===== src/rtl/md_timestep_sequencer.sv =====
// md_timestep_sequencer: run FSM for initial particle load, force/motion phase scheduling and buffer swaps.
// Optional per-phase watchdog abort is built when MD_SEQ_WATCHDOG_EN is defined.
module md_timestep_sequencer #(
    parameter int N_CELL          = 27,
    parameter int N_PARTICLES     = 300,
    parameter int SETTLE_CYCLES   = 4,
    parameter int STEP_W          = 16,
    parameter int WATCHDOG_CYCLES = 65535
) (
    input  logic              clk,
    input  logic              reset,
    input  logic              start,
    input  logic [STEP_W-1:0] n_steps,
    input  logic              data_in_ready,
    input  logic              p1_done,
    input  logic [N_CELL-1:0] p3_done,
    output logic              mem_set,
    output logic              phase1_ready,
    output logic              phase3_ready,
    output logic              double_buffer,
    output logic [STEP_W-1:0] step_count,
    output logic              busy,
    output logic              done,
    output logic              timeout
);
    localparam int LD_W = $clog2(N_PARTICLES + 1);
    localparam int ST_W = $clog2(SETTLE_CYCLES + 1);

    if (WATCHDOG_CYCLES < 2 || SETTLE_CYCLES < 1) begin : g_bad_cfg
        $error("md_timestep_sequencer: WATCHDOG_CYCLES must be >= 2 and SETTLE_CYCLES >= 1");
    end

    typedef enum logic [2:0] {IDLE, LOAD, SETTLE, P1, GAP, P3, SWAP, DONE} state_t;
    state_t state_q, state_d;
    logic [LD_W-1:0]   ld_q, ld_d;
    logic [ST_W-1:0]   st_q, st_d;
    logic [STEP_W-1:0] n_q, n_d, step_q, step_d, step_nx;
    logic mem_q, mem_d, db_q, db_d, to_q, to_d;
    logic p1r_q, p3r_q, busy_q, done_q;
    logic p1d_q, p3d_q, armed_q, armed_d, stay_ph, wd_hit;

`ifdef MD_SEQ_WATCHDOG_EN
    localparam int WD_W = $clog2(WATCHDOG_CYCLES + 1);
    logic [WD_W-1:0] wd_q, wd_d;
    assign wd_hit = (wd_q == WD_W'(WATCHDOG_CYCLES - 1));
    assign wd_d   = stay_ph ? wd_q + WD_W'(1) : '0;
    always_ff @(posedge clk or posedge reset)
        if (reset) wd_q <= '0;
        else wd_q <= wd_d;
`else
    assign wd_hit = 1'b0;
`endif

    assign step_nx = &step_q ? step_q : step_q + STEP_W'(1);
    // A phase only counts as settled once its ready has been up for a full cycle.
    assign stay_ph = (state_d == state_q) && (state_q == P1 || state_q == P3);
    assign armed_d = stay_ph;

    always_comb begin
        state_d = state_q;
        ld_d    = ld_q;
        st_d    = st_q;
        n_d     = n_q;
        step_d  = step_q;
        db_d    = db_q;
        mem_d   = mem_q;
        to_d    = to_q;
        case (state_q)
            IDLE: if (start) begin
                n_d     = n_steps;
                ld_d    = '0;
                to_d    = 1'b0;
                state_d = LOAD;
            end
            LOAD: if (data_in_ready) begin
                ld_d = ld_q + LD_W'(1);
                if (ld_q == LD_W'(N_PARTICLES - 1)) begin
                    state_d = SETTLE;
                    mem_d   = 1'b1;
                    st_d    = '0;
                end
            end
            SETTLE: begin
                st_d = st_q + ST_W'(1);
                if (st_q == ST_W'(SETTLE_CYCLES - 1)) state_d = (n_q == '0) ? DONE : P1;
            end
            P1: if (armed_q && p1d_q) state_d = GAP;
                else if (wd_hit) begin
                    state_d = DONE;
                    to_d    = 1'b1;
                end
            GAP: state_d = P3;
            P3: if (armed_q && p3d_q) state_d = SWAP;
                else if (wd_hit) begin
                    state_d = DONE;
                    to_d    = 1'b1;
                end
            SWAP: begin
                db_d    = ~db_q;
                step_d  = step_nx;
                state_d = (step_nx == n_q) ? DONE : P1;
            end
            DONE: if (start) begin
                n_d     = n_steps;
                step_d  = '0;
                to_d    = 1'b0;
                state_d = (n_steps == '0) ? DONE : P1;
            end
            default: state_d = IDLE;
        endcase
    end

    always_ff @(posedge clk or posedge reset)
        if (reset) begin
            state_q <= IDLE;
            ld_q    <= '0;
            st_q    <= '0;
            n_q     <= '0;
            step_q  <= '0;
            db_q    <= 1'b0;
            mem_q   <= 1'b0;
            to_q    <= 1'b0;
            p1r_q   <= 1'b0;
            p3r_q   <= 1'b0;
            busy_q  <= 1'b0;
            done_q  <= 1'b0;
            p1d_q   <= 1'b0;
            p3d_q   <= 1'b0;
            armed_q <= 1'b0;
        end else begin
            state_q <= state_d;
            ld_q    <= ld_d;
            st_q    <= st_d;
            n_q     <= n_d;
            step_q  <= step_d;
            db_q    <= db_d;
            mem_q   <= mem_d;
            to_q    <= to_d;
            p1r_q   <= state_d == P1;
            p3r_q   <= state_d == P3;
            busy_q  <= state_d != IDLE && state_d != DONE;
            done_q  <= state_d == DONE;
            p1d_q   <= p1_done;
            p3d_q   <= &p3_done;
            armed_q <= armed_d;
        end

    assign mem_set       = mem_q;
    assign phase1_ready  = p1r_q;
    assign phase3_ready  = p3r_q;
    assign double_buffer = db_q;
    assign step_count    = step_q;
    assign busy          = busy_q;
    assign done          = done_q;
    assign timeout       = to_q;
endmodule


===== config.mk =====
export PLATFORM = sky130hd
export DESIGN_NAME = md_timestep_sequencer
export DESIGN_NICKNAME = d
export VERILOG_FILES = /design/src/rtl/md_timestep_sequencer.sv
export SDC_FILE = /design/constraint.sdc
export NUM_CORES = 1
export LEC_CHECK = 0
export CORE_MARGIN = 2
export CORE_UTILIZATION = 56
export DETAILED_ROUTE_END_ITERATION = 10
export HOLD_SLACK_MARGIN = 0.05
export MAX_ROUTING_LAYER = met4
export PLACE_DENSITY = 0.86
export SLEW_MARGIN = 20
export SYNTH_ARGS = -nofsm -noshare
export SYNTH_HDL_FRONTEND = slang
export SYNTH_SLANG_ARGS = --single-unit

===== constraint.sdc =====
create_clock -name clk -period 3.8 [get_ports clk]
set_input_delay 0.95 -clock clk [delete_from_list [all_inputs] [get_ports clk]]
set_output_delay 0.95 -clock clk [all_outputs]
set_load 0.1 [all_outputs]

; ---- Word level (Yosys, flattened, before mapping)
; Index checks and enable logic that the tools add are counted.
[totals]
regBits = 56
wordCells = 77
[op_classes]
add_sub_neg = 3
n_eq_ne = 19
mux = 20
bitwise_logic = 1
reduce_logical = 20
[ops]
columns = cell, count
row1 = 3-bit two-way mux, 12
row2 = 16-bit zero test, 2
row3 = 16-bit two-way mux, 2
row4 = 16-bit one-hot mux with 2 select lines, 1
row5 = 27-bit AND reduction, 1
row6 = 3-bit one-hot mux with 8 select lines, 1
row7 = "3-bit == test, second input constant", 6
row8 = 9-bit two-way mux, 2
row9 = 9-bit one-hot mux with 2 select lines, 1
row10 = "16-bit by 1-bit adder with 16-bit output, second input constant", 1
row11 = 16-bit == test, 1
row12 = 16-bit AND reduction, 1
row13 = "3-bit by 2-bit == test with 1-bit output, second input constant", 4
row14 = "9-bit by 1-bit adder with 9-bit output, second input constant", 1
row15 = "9-bit == test, second input constant", 1
row16 = 3-bit AND reduction, 3
row17 = "2-bit != test, second input constant", 4
row18 = 3-bit one-hot mux with 2 select lines, 1
row19 = 2-bit nonzero test, 3
row20 = 1-bit logical AND, 4
row21 = 2-bit AND reduction, 2
row22 = "3-bit by 1-bit adder with 3-bit output, second input constant", 1
row23 = "3-bit by 1-bit == test with 1-bit output, second input constant", 1
row24 = 3-bit == test, 1
row25 = 6 further kinds, 6

; ---- Depth between registers and ports, before layout
; Gate-level depths: netlist (run 1).
[logic_depth]
depth_word = 7
mapped_depth = 11
ltp_nobuf = 9

; ---- Least setup slack after synthesis (run 1)
; No wires, ideal clock.
[synth_timing]
kind = register to register
from = register step_q[0] (netlist: step_count[0])
to = register busy_q (netlist: busy)
setup_time_ns = 0.137
arrival_ns = 3.024
t_required_ns = 3.663
setup_slack_ns = 0.640
stages_incl_launch_ff = 11
synth_period_minus_slack_ns = 3.160
cell_sequence = dfrtp_1 -> ha_1 -> buf_2 -> nand3_2 -> buf_4 -> nor4_2 -> a21oi_1 -> o211ai_1 -> nand4_1 -> o41ai_2 -> a31oi_1
[synth_between]
elab_chain_cells = 7
elab_cells_between_ends = 9
cone_classes = add/sub (1) / eq/ne (2) / mux (3) / reduce/logical (3)
[synth_rtl]
columns = element, line_no
row1 = start: declaration, 37  ; logic [STEP_W-1:0] n_q, n_d, step_q, step_d, step_nx;
row2 = start signal: assignment, 135  ; step_q <= step_d;
row3 = 16-bit by 1-bit adder with 16-bit output or 16-bit AND reduction (tied branches), 54  ; assign step_nx = &step_q ? step_q : step_q + STEP_W'(1);
row4 = 16-bit two-way mux (*), 54
row5 = 16-bit == test (*), 101  ; state_d = (step_nx == n_q) ? DONE : P1;
row6 = 3-bit two-way mux (*), 101
row7 = 3-bit one-hot mux with 8 select lines (*), 68  ; case (state_q)
row8 = net state_d[2], 34  ; state_t state_q, state_d;
row9 = 3-bit != test or 3-bit nonzero test (tied branches), 141  ; busy_q <= state_d != IDLE && state_d != DONE;
row10 = 1-bit logical AND (*), 141
row11 = end signal: assignment, 125  ; busy_q <= 1'b0;
row12 = end signal: assignment, 141
row13 = end: declaration, 39  ; logic p1r_q, p3r_q, busy_q, done_q;
; Mark *: on every way through the listed nets, which the timed path passes. The rest lies on a longest branch.
; A chain may end at the register's enable or synchronous reset.

; ---- Worst setup path after layout (run 1)
[layout_timing]
from = register step_q[1] (netlist: step_count[1])
to = register busy_q (netlist: busy)
; Same word-level chain as after synthesis.

==> impl_metrics.json, run 1 <==
{
  "antenna-diode-count": 0,
  "crit_type": "reg2reg",
  "met2_routed_wirelength_um": 4424,
  "drtIter0Drc": 218,
  "layout_min_cycle_time_ps": 3070,
  "worst_setup_start_kind": "register",
  "design_area_sq_um": 4233,
  "netSwitchingPower_w": 0.001779,
  "worst_ep_required_time_ps": 3990,
  "cts-root-buf": "sky130_fd_sc_hd__clkbuf_8",
  "worst_hold_path.num_cells": 1,
  "hold_slack_ps": 471.1,
  "std_cell_rows": 28,
  "postSynthAreaPerCell_sq_um": 9.107,
  "setup_tns_ps": 0,
  "crit_path_max_incr_delay_ps": 650,
  "route.antenna.remaining_nets": 0,
  "clock_power_share_pct": 10.9,
  "combinationalPowerShare_pct": 53.9,
  "final-seq-area_sq_um": 1401,
  "power.switching_fraction_pct": 52.78,
  "fin_skew_ps": 2.875,
  "netlist_area_pre_place_sq_um": 3433,
  "async_reset_ff_share_pct": 100.0,
  "drive_above_1_share_pct": 13.18,
  "core_area_sq_um": 5921,
  "via_per_inst": 6.058,
  "final_hold_viol_count": 0,
  "slew_violations": 0,
  "critical_path.slowest_cell": "sky130_fd_sc_hd__nor4_4",
  "drv.max_cap_violation_count": 0,
  "dr_wl_met3_um": 372,
  "r2r_slack_ps": 730,
  "setup_repair_after_global_routing_missed_its_margin": "no",
  "yosys_warnings": 0,
  "timing.final.setup_violations": 0,
  "worstPathArrival_ps": 3260,
  "synth_flop_cell": "sky130_fd_sc_hd__dfrtp_1",
  "post_synth_xor_area_fraction_pct": 5.612,
  "worstReg2RegEnd": "busy",
  "clock_tree.htree_level_count": 2,
  "ys_seq_elements": 56,
  "finalWirelength_um": 8442,
  "max_clock_freq_mhz": 325.7,
  "area.growth.synth_to_final_pct": 23.29,
  "io_buffers": 69,
  "worst_slew_margin_rel_pct": 35.04,
  "fillers": 482,
  "hp-start": "mem_set",
  "outcome": "finished, final reports clean",
  "synth_top_family_by_area": "simple AND/OR/NAND/NOR gates",
  "global_route_total_overflow": 0,
  "worst_reg2reg_path_depth": 8,
  "grt_first_pass_wirelength_um": 14050,
  "multiInputGateArea_sq_um": 1894,
  "post_dp_cell_area_sq_um": 4131,
  "die_area_sq_um": 6773,
  "wl_met1_um": 3589,
  "portion_of_the_post_synthesis_area_used_by_sequential_elements_pct": 40.82,
  "postCtsHoldBufs": 0,
  "regToRegStartpoint": "step_count[1]",
  "synthesis.instances": 377,
  "top_level_ports": 71,
  "power.internal_w": 0.001591,
  "fin_crit_sh_pct": 80.79,
  "worst_pin_slew_ps": 971.3,
  "global_route.usage.total_pct": 27.63,
  "grt_pass1_vias": 2990,
  "post_synth_mux_area_share_pct": 6.997,
  "power.share.sequential_pct": 35.2,
  "timing.hold.worst.class": "reg2reg",
  "tritoncts": "yes",
  "chipWidth_um": 82.30,
  "top_signal_layer_used": "met4",
  "worst_skew_pair.late_latency_ps": 320,
  "synth_simple_gate_area_share_pct": 25.36,
  "numCtsBuffers": 5,
  "critical_path.endpoint_type": "register",
  "power.leakage_nw": 1.703,
  "grt_antenna_before_repair": 0,
  "nNetsFinal": 491,
  "place.gp.congestion": 0.9347,
  "detail_route.drc_violations": 0,
  "min_delay_worst_endpoint": "mem_set",
  "irDropWorstVdd_uv": 470.3,
  "cts.reportedPaths.clkPinSlew_ps": 110,
  "vias": 3120,
  "power-per-cell-area_nw_per_um2": 796.2,
  "maximum_fanout_count_along_the_critical_path": 14,
  "critical_path.cell_chain": "ha_1 -> nand3_2 -> nor4_4 -> o2111ai_1 -> a22oi_1 -> nand4_1 -> o41ai_2 -> a31oi_1",
  "place_hpwl_um": 6434,
  "grt_start_max_net_pins": 25,
  "synth_cell_type_count": 57,
  "postCtsSetupRepairBufs": 0,
  "synth_edf_count": 0,
  "synth_compound_area_share_pct": 15.63,
  "mappedNetlistNets": 429,
  "die_h_um": 82.30,
  "route.detailed.wl_per_inst_um": 16.39,
  "clk_path_buf_depth": 2,
  "initial_core_util_pct": 57.99,
  "synth_fa_ha_area_share_pct": 1.458,
  "drt_pre_antenna_iters": 4,
  "numClockSinks": 56,
  "cts_resized": 0
}
==> routing by layer <==
metal	track usage, %	vias to the layer above
li1	-	1517
met1	33.36	1511
met2	49.76	85
met3	3.696	7
met4	5.000	0
met5	-	-
==> worst max-delay path: cells and delay by family, from the launching register on <==
kind                       cells  cell delay [ps]
adders and majority gates      1              380
and+or+nand+nor                3             1090
AOI/OAI and AO/OA              4              950
DFF                            1              510
==> power groups by stage <==
stage	registers, W	logic [W]	clock network, W
CTS	0.00118	0.00182	0.000370
detailed placement	0.00119	0.00182	0
global placement	0.00119	0.00179	0
floorplan	0.00173	0.000828	0
finish	0.00119	0.00182	0.000367
global route	0.00124	0.00196	0.000386
==> cell type report <==
class	instances	share of cell area, %
flip-flops and latches	56	33.11
inverters	9	0.7981
repair buffers	76	16.73
clock buffers	6	1.951
well taps	75	2.217
multi-input cells	291	44.75
clock inverters	2	0.4434
==> cells in the final DEF (no fill, tap or decap), types with 15 or more instances in the layout <==
cell type                         instances
sky130_fd_sc_hd__clkdlybuf4s50_1         55
sky130_fd_sc_hd__mux2_2                  16
sky130_fd_sc_hd__nand4_1                 17
sky130_fd_sc_hd__nand3_1                 16
sky130_fd_sc_hd__dfrtp_1                 56
sky130_fd_sc_hd__a21oi_1                 15
sky130_fd_sc_hd__o21ai_0                 28
sky130_fd_sc_hd__buf_4                   21
sky130_fd_sc_hd__nand2_1                 43
sky130_fd_sc_hd__nor2_1                  22
==> registers in the layout, indices dropped and copies added (netlist names), 3 cells and up <==
name and flops:
ld_q 9, st_q 3, n_q 16, step_count 16
state_q 3
==> how the worst max path moves through the flow <==
| stage | start | to | depth (start not counted) |
|---|---|---|---|
| after floorplan | step_count[0] | busy | 10 |
| after global placement | step_count[0] | busy | 8 |
| after detailed placement | step_count[0] | busy | 8 |
| after CTS | step_count[0] | busy | 8 |
| after global routing | step_count[0] | busy | 8 |
| final | step_count[1] | busy | 8 |
==> cells in the mapped netlist (8+ instances only) <==
master                     instances  area share (%)
sky130_fd_sc_hd__xnor2_1          12             3.1
sky130_fd_sc_hd__nand2_1          43             4.7
sky130_fd_sc_hd__clkbuf_1          9            0.98
sky130_fd_sc_hd__xor2_1           10             2.6
sky130_fd_sc_hd__mux2_2           16             5.2
sky130_fd_sc_hd__a21oi_1          15             2.2
sky130_fd_sc_hd__nand3_1          16             2.3
sky130_fd_sc_hd__nor4_1            8             1.5
sky130_fd_sc_hd__nand4_1          17             3.1
sky130_fd_sc_hd__nor2_1           22             2.4
sky130_fd_sc_hd__o21ai_0          28             4.1
sky130_fd_sc_hd__nor3_1            8             1.2
sky130_fd_sc_hd__dfrtp_1          56              41
sky130_fd_sc_hd__inv_1             9            0.98
sky130_fd_sc_hd__buf_2             8             1.2
==> cells by family after synthesis <==
kind of cell | Yosys count
adder cells (fa/ha/maj) | 4
XOR/XNOR | 22
AO/OA/AOI/OAI | 85
buffers and inverters | 30
flip-flops | 56
AND/OR/NAND/NOR | 157
multiplexers | 22
other | 1
==> through the flow <==
step / power (W) / worst slack, ps / util (%) / instances
floorplan: 0.002554 / 639.6 / - / 377
global placement: 0.002974 / 843.4 / 69.78 / 507
detailed placement: 0.003011 / 745.9 / 69.78 / 507
CTS: 0.003371 / 730.0 / 71.49 / 515
global route: 0.003578 / 379.2 / 71.49 / 515
finish: 0.003370 / 730.1 / 71.49 / 515
(Power assumes the default switching activity.)
==> run 2, diff against run 1 <==
--- a/config.mk
+++ b/config.mk
@@ -6,11 +6,11 @@
 export NUM_CORES = 1
 export LEC_CHECK = 0
 export CORE_MARGIN = 2
-export CORE_UTILIZATION = 56
+export CORE_UTILIZATION = 52
 export DETAILED_ROUTE_END_ITERATION = 10
 export HOLD_SLACK_MARGIN = 0.05
 export MAX_ROUTING_LAYER = met4
-export PLACE_DENSITY = 0.86
+export PLACE_DENSITY = 0.81
 export SLEW_MARGIN = 20
 export SYNTH_ARGS = -nofsm -noshare
 export SYNTH_HDL_FRONTEND = slang
==> constraint.sdc (replaced) <==
create_clock -name clk -period 3.2 [get_ports clk]
set_input_delay 0.8 -clock clk [delete_from_list [all_inputs] [get_ports clk]]
set_output_delay 0.8 -clock clk [all_outputs]
set_load 0.1 [all_outputs]
==> run 2 against run 1 <==
- sequential cell count stayed put
- sequential share of layout area fell by 0.11 points
- first-iteration DRC count shrank 17%
- utilization down 4.6 points
- register-to-register slack got worse by 470 ps
- critical path type unchanged
- highest routed layer unchanged
- power increased by 18%
- largest power group unchanged
==> impl_metrics.json, run 2 (synthesis gave the netlist of run 1 again) <==
{
  "outcome": "finished, final reports clean",
  "worst_hold_path.num_cells": 1,
  "worstPathArrival_ps": 3130,
  "drive_above_1_share_pct": 15.77,
  "worst_setup_start_kind": "register",
  "place.gp.congestion": 0.9613,
  "slew_violations": 0,
  "tritoncts": "yes",
  "timing.hold.worst.class": "reg2reg",
  "r2r_slack_ps": 260,
  "area.growth.synth_to_final_pct": 23.69,
  "numCtsBuffers": 5,
  "cts-root-buf": "sky130_fd_sc_hd__clkbuf_8",
  "drt_pre_antenna_iters": 4,
  "top_level_ports": 71,
  "grt_antenna_before_repair": 0,
  "setup_repair_after_global_routing_missed_its_margin": "no",
  "drtIter0Drc": 180,
  "nNetsFinal": 495,
  "design_area_sq_um": 4247,
  "die_area_sq_um": 7268,
  "power-per-cell-area_nw_per_um2": 939.9,
  "fin_crit_sh_pct": 91.86,
  "clk_path_buf_depth": 2,
  "maximum_fanout_count_along_the_critical_path": 11,
  "worst_pin_slew_ps": 674.4,
  "irDropWorstVdd_uv": 695.4,
  "route.antenna.remaining_nets": 0,
  "fin_skew_ps": 6.525,
  "chipWidth_um": 85.26,
  "clock_tree.htree_level_count": 2,
  "core_area_sq_um": 6350,
  "mostFrequentLayoutCell": "sky130_fd_sc_hd__dfrtp_1",
  "setup_tns_ps": 0,
  "grt_start_max_net_pins": 32,
  "drv.max_cap_violation_count": 0,
  "global_route_total_overflow": 0,
  "finalWirelength_um": 8744,
  "fillers": 553,
  "via_per_inst": 5.979,
  "route.detailed.wl_per_inst_um": 16.78,
  "std_cell_rows": 29,
  "min_delay_worst_endpoint": "double_buffer",
  "io_buffers": 69,
  "die_h_um": 85.26,
  "worst_reg2reg_path_depth": 10,
  "numClockSinks": 56,
  "cts.reportedPaths.clkPinSlew_ps": 110,
  "worst_slew_margin_rel_pct": 54.74,
  "worstReg2RegEnd": "busy",
  "vias": 3115,
  "final_hold_viol_count": 0,
  "regToRegStartpoint": "step_count[0]",
  "grt_pass1_vias": 3102,
  "initial_core_util_pct": 54.07,
  "worst_skew_pair.late_latency_ps": 320,
  "detail_route.drc_violations": 0,
  "crit_type": "reg2reg",
  "power.leakage_nw": 1.754,
  "grt_first_pass_wirelength_um": 14610,
  "layout_min_cycle_time_ps": 2940,
  "place_hpwl_um": 6775,
  "timing.final.setup_violations": 0,
  "global_route.usage.total_pct": 25.67,
  "max_clock_freq_mhz": 340.2,
  "antenna-diode-count": 0,
  "most_frequent_cells_in_the_layout": "sky130_fd_sc_hd__dfrtp_1 (56), sky130_fd_sc_hd__clkdlybuf4s50_1 (47), sky130_fd_sc_hd__nand2_1 (43)",
  "critical_path.endpoint_type": "register",
  "post_dp_cell_area_sq_um": 4129,
  "worst_ep_required_time_ps": 3390,
  "hp-start": "double_buffer"
}
run 2: cell count changes in the layout (fill, tap and decap cells not counted), sizes merged:
| cell | change |
|---|---|
| buf | +12 |
| clkdlybuf4s50 | -8 |
| clkbuf | -1 |
| clkinv | +1 |
| clkinvlp | -1 |
| inv | +1 |
run 2: cell type report:
type	count	area (sq um)	share of cell area, %
Timing Repair Buffer	80	718.2	16.91
Inverter	9	33.78	0.7955
Sequential cell	56	1401	33.00
Tap cell	77	96.34	2.269
Clock buffer	5	68.82	1.621
Multi-Input combinational cell	291	1903	44.81
Clock inverter	3	25.02	0.5893
run 2: metrics by stage:
stage / worst slack [ps] / cells / hold WS [ps] / utilization, % / total power [W]
after floorplan: 39.57 / 377 / 450.2 / - / 0.003033
after global placement: 359.7 / 511 / 443.5 / 65.02 / 0.003533
after detailed placement: 215.1 / 511 / 457.6 / 65.02 / 0.003581
after CTS: 189.4 / 519 / 488.1 / 66.50 / 0.003997
after global routing: 69.90 / 521 / 506.3 / 66.88 / 0.004225
final: 260.5 / 521 / 481.6 / 66.88 / 0.003991
run 2: power by group:
group          leakage, nW  internal, W  switching (W)
combinational        0.989     0.000723        0.00143
clock               0.0504     0.000162       0.000256
sequential           0.714     0.000977       0.000438
total                 1.75      0.00186        0.00213
run 2: critical path: stages (launching register included):
cell	delay, ps
sky130_fd_sc_hd__dfrtp_1	490
sky130_fd_sc_hd__ha_1	350
sky130_fd_sc_hd__nand3_2	290
sky130_fd_sc_hd__nor4_4	50
sky130_fd_sc_hd__buf_4	170
sky130_fd_sc_hd__buf_4	150
sky130_fd_sc_hd__or3_1	360
sky130_fd_sc_hd__a22oi_1	190
sky130_fd_sc_hd__nand4_1	170
sky130_fd_sc_hd__o41ai_2	430
sky130_fd_sc_hd__a31oi_1	150
run 2: worst max-delay path by stage:
stage	startpoint	depth (start not counted)	slack [ps]	end
floorplan	step_count[0]	10	40	busy
global placement	step_count[0]	8	360	busy
detailed placement	step_count[0]	8	220	busy
CTS	step_count[0]	8	190	busy
global route	step_count[0]	8	70	busy
finish	step_count[0]	10	260	busy
run 2: repair_timing:
| item | 4_1_cts | 5_1_grt |
|---|---|---|
| endpoints found under the setup margin | 0 | 3 |
| buffers inserted | 0 | 2 |
| gates resized for setup | 0 | 1 |
| hold buffers | 0 | 0 |
run 2: layer usage:
layer  vias to the layer above  routed length [um]  track usage, %
met1                      1488                3575           31.61
li1                       1522                   -               -
met4                         0                 150           7.071
met3                         8                 515           4.183
met5                         -                   0               -
met2                        97                4502           43.75
==> run 3, diff against run 2 <==
--- a/config.mk
+++ b/config.mk
@@ -10,7 +10,7 @@
 export DETAILED_ROUTE_END_ITERATION = 10
 export HOLD_SLACK_MARGIN = 0.05
 export MAX_ROUTING_LAYER = met4
-export PLACE_DENSITY = 0.81
+export PLACE_DENSITY_LB_ADDON = 0.1
 export SLEW_MARGIN = 20
 export SYNTH_ARGS = -nofsm -noshare
 export SYNTH_HDL_FRONTEND = slang
==> constraint.sdc (replaced) <==
create_clock -name clk -period 3.18 [get_ports clk]
set_input_delay 0.795 -clock clk [delete_from_list [all_inputs] [get_ports clk]]
set_output_delay 0.795 -clock clk [all_outputs]
set_load 0.1 [all_outputs]
==> run 3 against run 2 <==
- combinational power about the same
- utilization decreased by 0.14 points
- sequential cell count unchanged
==> impl_metrics.json, run 3 (synthesis gave the netlist of run 1 again) <==
{
  "hp-start": "mem_set",
  "io_buffers": 69,
  "die_h_um": 85.26,
  "chipWidth_um": 85.26,
  "r2r_slack_ps": 260,
  "postCtsHoldBufs": 0,
  "irDropWorstVdd_uv": 662.9,
  "total_power_w": 0.004091,
  "worst_slew_margin_rel_pct": 56.12,
  "vias": 3103,
  "via_per_inst": 5.990,
  "drtIter0Drc": 131,
  "antenna-diode-count": 0,
  "worst_setup_start_kind": "register",
  "worst_ep_required_time_ps": 3370,
  "worstReg2RegEnd": "busy",
  "timing.final.setup_violations": 0,
  "route.detailed.wl_per_inst_um": 17.58,
  "detail_route.drc_violations": 0,
  "most_frequent_cells_in_the_layout": "sky130_fd_sc_hd__dfrtp_1 (56), sky130_fd_sc_hd__clkdlybuf4s50_1 (47), sky130_fd_sc_hd__nand2_1 (43)",
  "drive_above_1_share_pct": 15.19,
  "crit_type": "reg2reg",
  "tritoncts": "yes",
  "cts.reportedPaths.clkPinSlew_ps": 110,
  "grt_start_max_net_pins": 24,
  "mostFrequentLayoutCell": "sky130_fd_sc_hd__dfrtp_1",
  "cts-root-buf": "sky130_fd_sc_hd__clkbuf_8",
  "critical_path.endpoint_type": "register",
  "nNetsFinal": 492,
  "worst_hold_path.num_cells": 1,
  "clk_path_buf_depth": 2,
  "critical_path.cell_chain": "ha_1 -> nand3_2 -> buf_4 -> nor4_2 -> a21oi_1 -> o211ai_1 -> nand4_1 -> o41ai_2 -> a31oi_1",
  "worst_skew_pair.late_latency_ps": 310,
  "numCtsBuffers": 5,
  "final-seq-area_sq_um": 1401,
  "worst_pin_slew_ps": 653.3,
  "grt_pass1_vias": 3128,
  "path_delay_family": "compound AO/OA/AOI/OAI gates",
  "fin_crit_sh_pct": 91.77,
  "worstPathArrival_ps": 3110,
  "maximum_fanout_count_along_the_critical_path": 10,
  "outcome": "finished, final reports clean",
  "numClockSinks": 56,
  "finalWirelength_um": 9106,
  "slew_violations": 0,
  "global_route.usage.total_pct": 27.39,
  "fin_skew_ps": 6.911,
  "route.antenna.remaining_nets": 0,
  "final_util_pct": 66.74,
  "final_hold_viol_count": 0,
  "timing.hold.worst.class": "reg2reg",
  "grt_first_pass_wirelength_um": 15390,
  "setup_tns_ps": 0,
  "drt_pre_antenna_iters": 4,
  "drv.max_cap_violation_count": 0,
  "power-per-cell-area_nw_per_um2": 965.3,
  "std_cell_rows": 29,
  "cts_resized": 0,
  "grt_antenna_before_repair": 0,
  "place.gp.congestion": 0.9400,
  "crit_buf_inv": 1,
  "place_hpwl_um": 6965,
  "area.growth.synth_to_final_pct": 23.43,
  "postCtsSetupRepairBufs": 0,
  "top_level_ports": 71,
  "setup_repair_after_global_routing_missed_its_margin": "no",
  "layout_min_cycle_time_ps": 2918,
  "global_route_total_overflow": 0,
  "multiInputGateArea_sq_um": 1894,
  "worst_reg2reg_path_depth": 9,
  "power.leakage_nw": 1.728,
  "initial_core_util_pct": 54.07,
  "fillers": 530,
  "crit_path_max_incr_delay_ps": 510,
  "max_clock_freq_mhz": 342.7,
  "core_area_sq_um": 6350,
  "regToRegStartpoint": "step_count[0]",
  "critical_path.slowest_cell": "sky130_fd_sc_hd__dfrtp_1",
  "die_area_sq_um": 7268,
  "clock_tree.htree_level_count": 2,
  "min_delay_worst_endpoint": "mem_set"
}
[run 3: routing by layer]
metal / up-vias / track usage (%) / share of wire (%)
li1: 1510 / - / -
met1: 1486 / 33.35 / 42
met2: 87 / 45.67 / 51
met3: 20 / 4.377 / 4.2
met4: 0 / 10.53 / 2.7
met5: - / - / 0
[run 3: worst register-to-register path, delay by kind of cell (launching register included)]
kind            cells  cell delay [ps]
compound gates      4             1000
fa+ha+maj           1              370
buf+inv             1              220
flops               1              510
simple gates        3              700
[run 3: area by class of cell]
cell class | count | area share (%)
Sequential cell | 56 | 33.07
Inverter | 9 | 0.7972
Clock buffer | 5 | 1.624
Multi-Input combinational cell | 291 | 44.70
Timing Repair Buffer | 77 | 16.42
Clock inverter | 3 | 1.122
Tap cell | 77 | 2.273
[run 3: power breakdown]
| part | internal (W) | switching, W |
|---|---|---|
| Sequential | 0.000983 | 0.000453 |
| Clock | 0.000238 | 0.000250 |
| Combinational | 0.000725 | 0.00144 |
[run 3: worst max-delay path by stage]
stage                       to          start  cells after the start
final                     busy  step_count[0]                      9
after global routing      busy  step_count[0]                      9
after CTS                 busy  step_count[0]                      8
after detailed placement  busy  step_count[0]                      8
after global placement    busy  step_count[0]                      9
after floorplan           busy  step_count[0]                     10
[run 3: stage by stage]
| step | hold slack, ps | std cells | setup WS (ps) | instance area [sq um] |
|---|---|---|---|---|
| after global placement | 444.8 | 510 | 405.7 | 4121 |
| after floorplan | 450.2 | 377 | 19.57 | 3433 |
| after detailed placement | 455.1 | 510 | 302.9 | 4121 |
| final | 484.3 | 518 | 261.8 | 4238 |
| after global routing | 516.1 | 518 | 42.94 | 4238 |
| after CTS | 485.9 | 518 | 284.5 | 4238 |
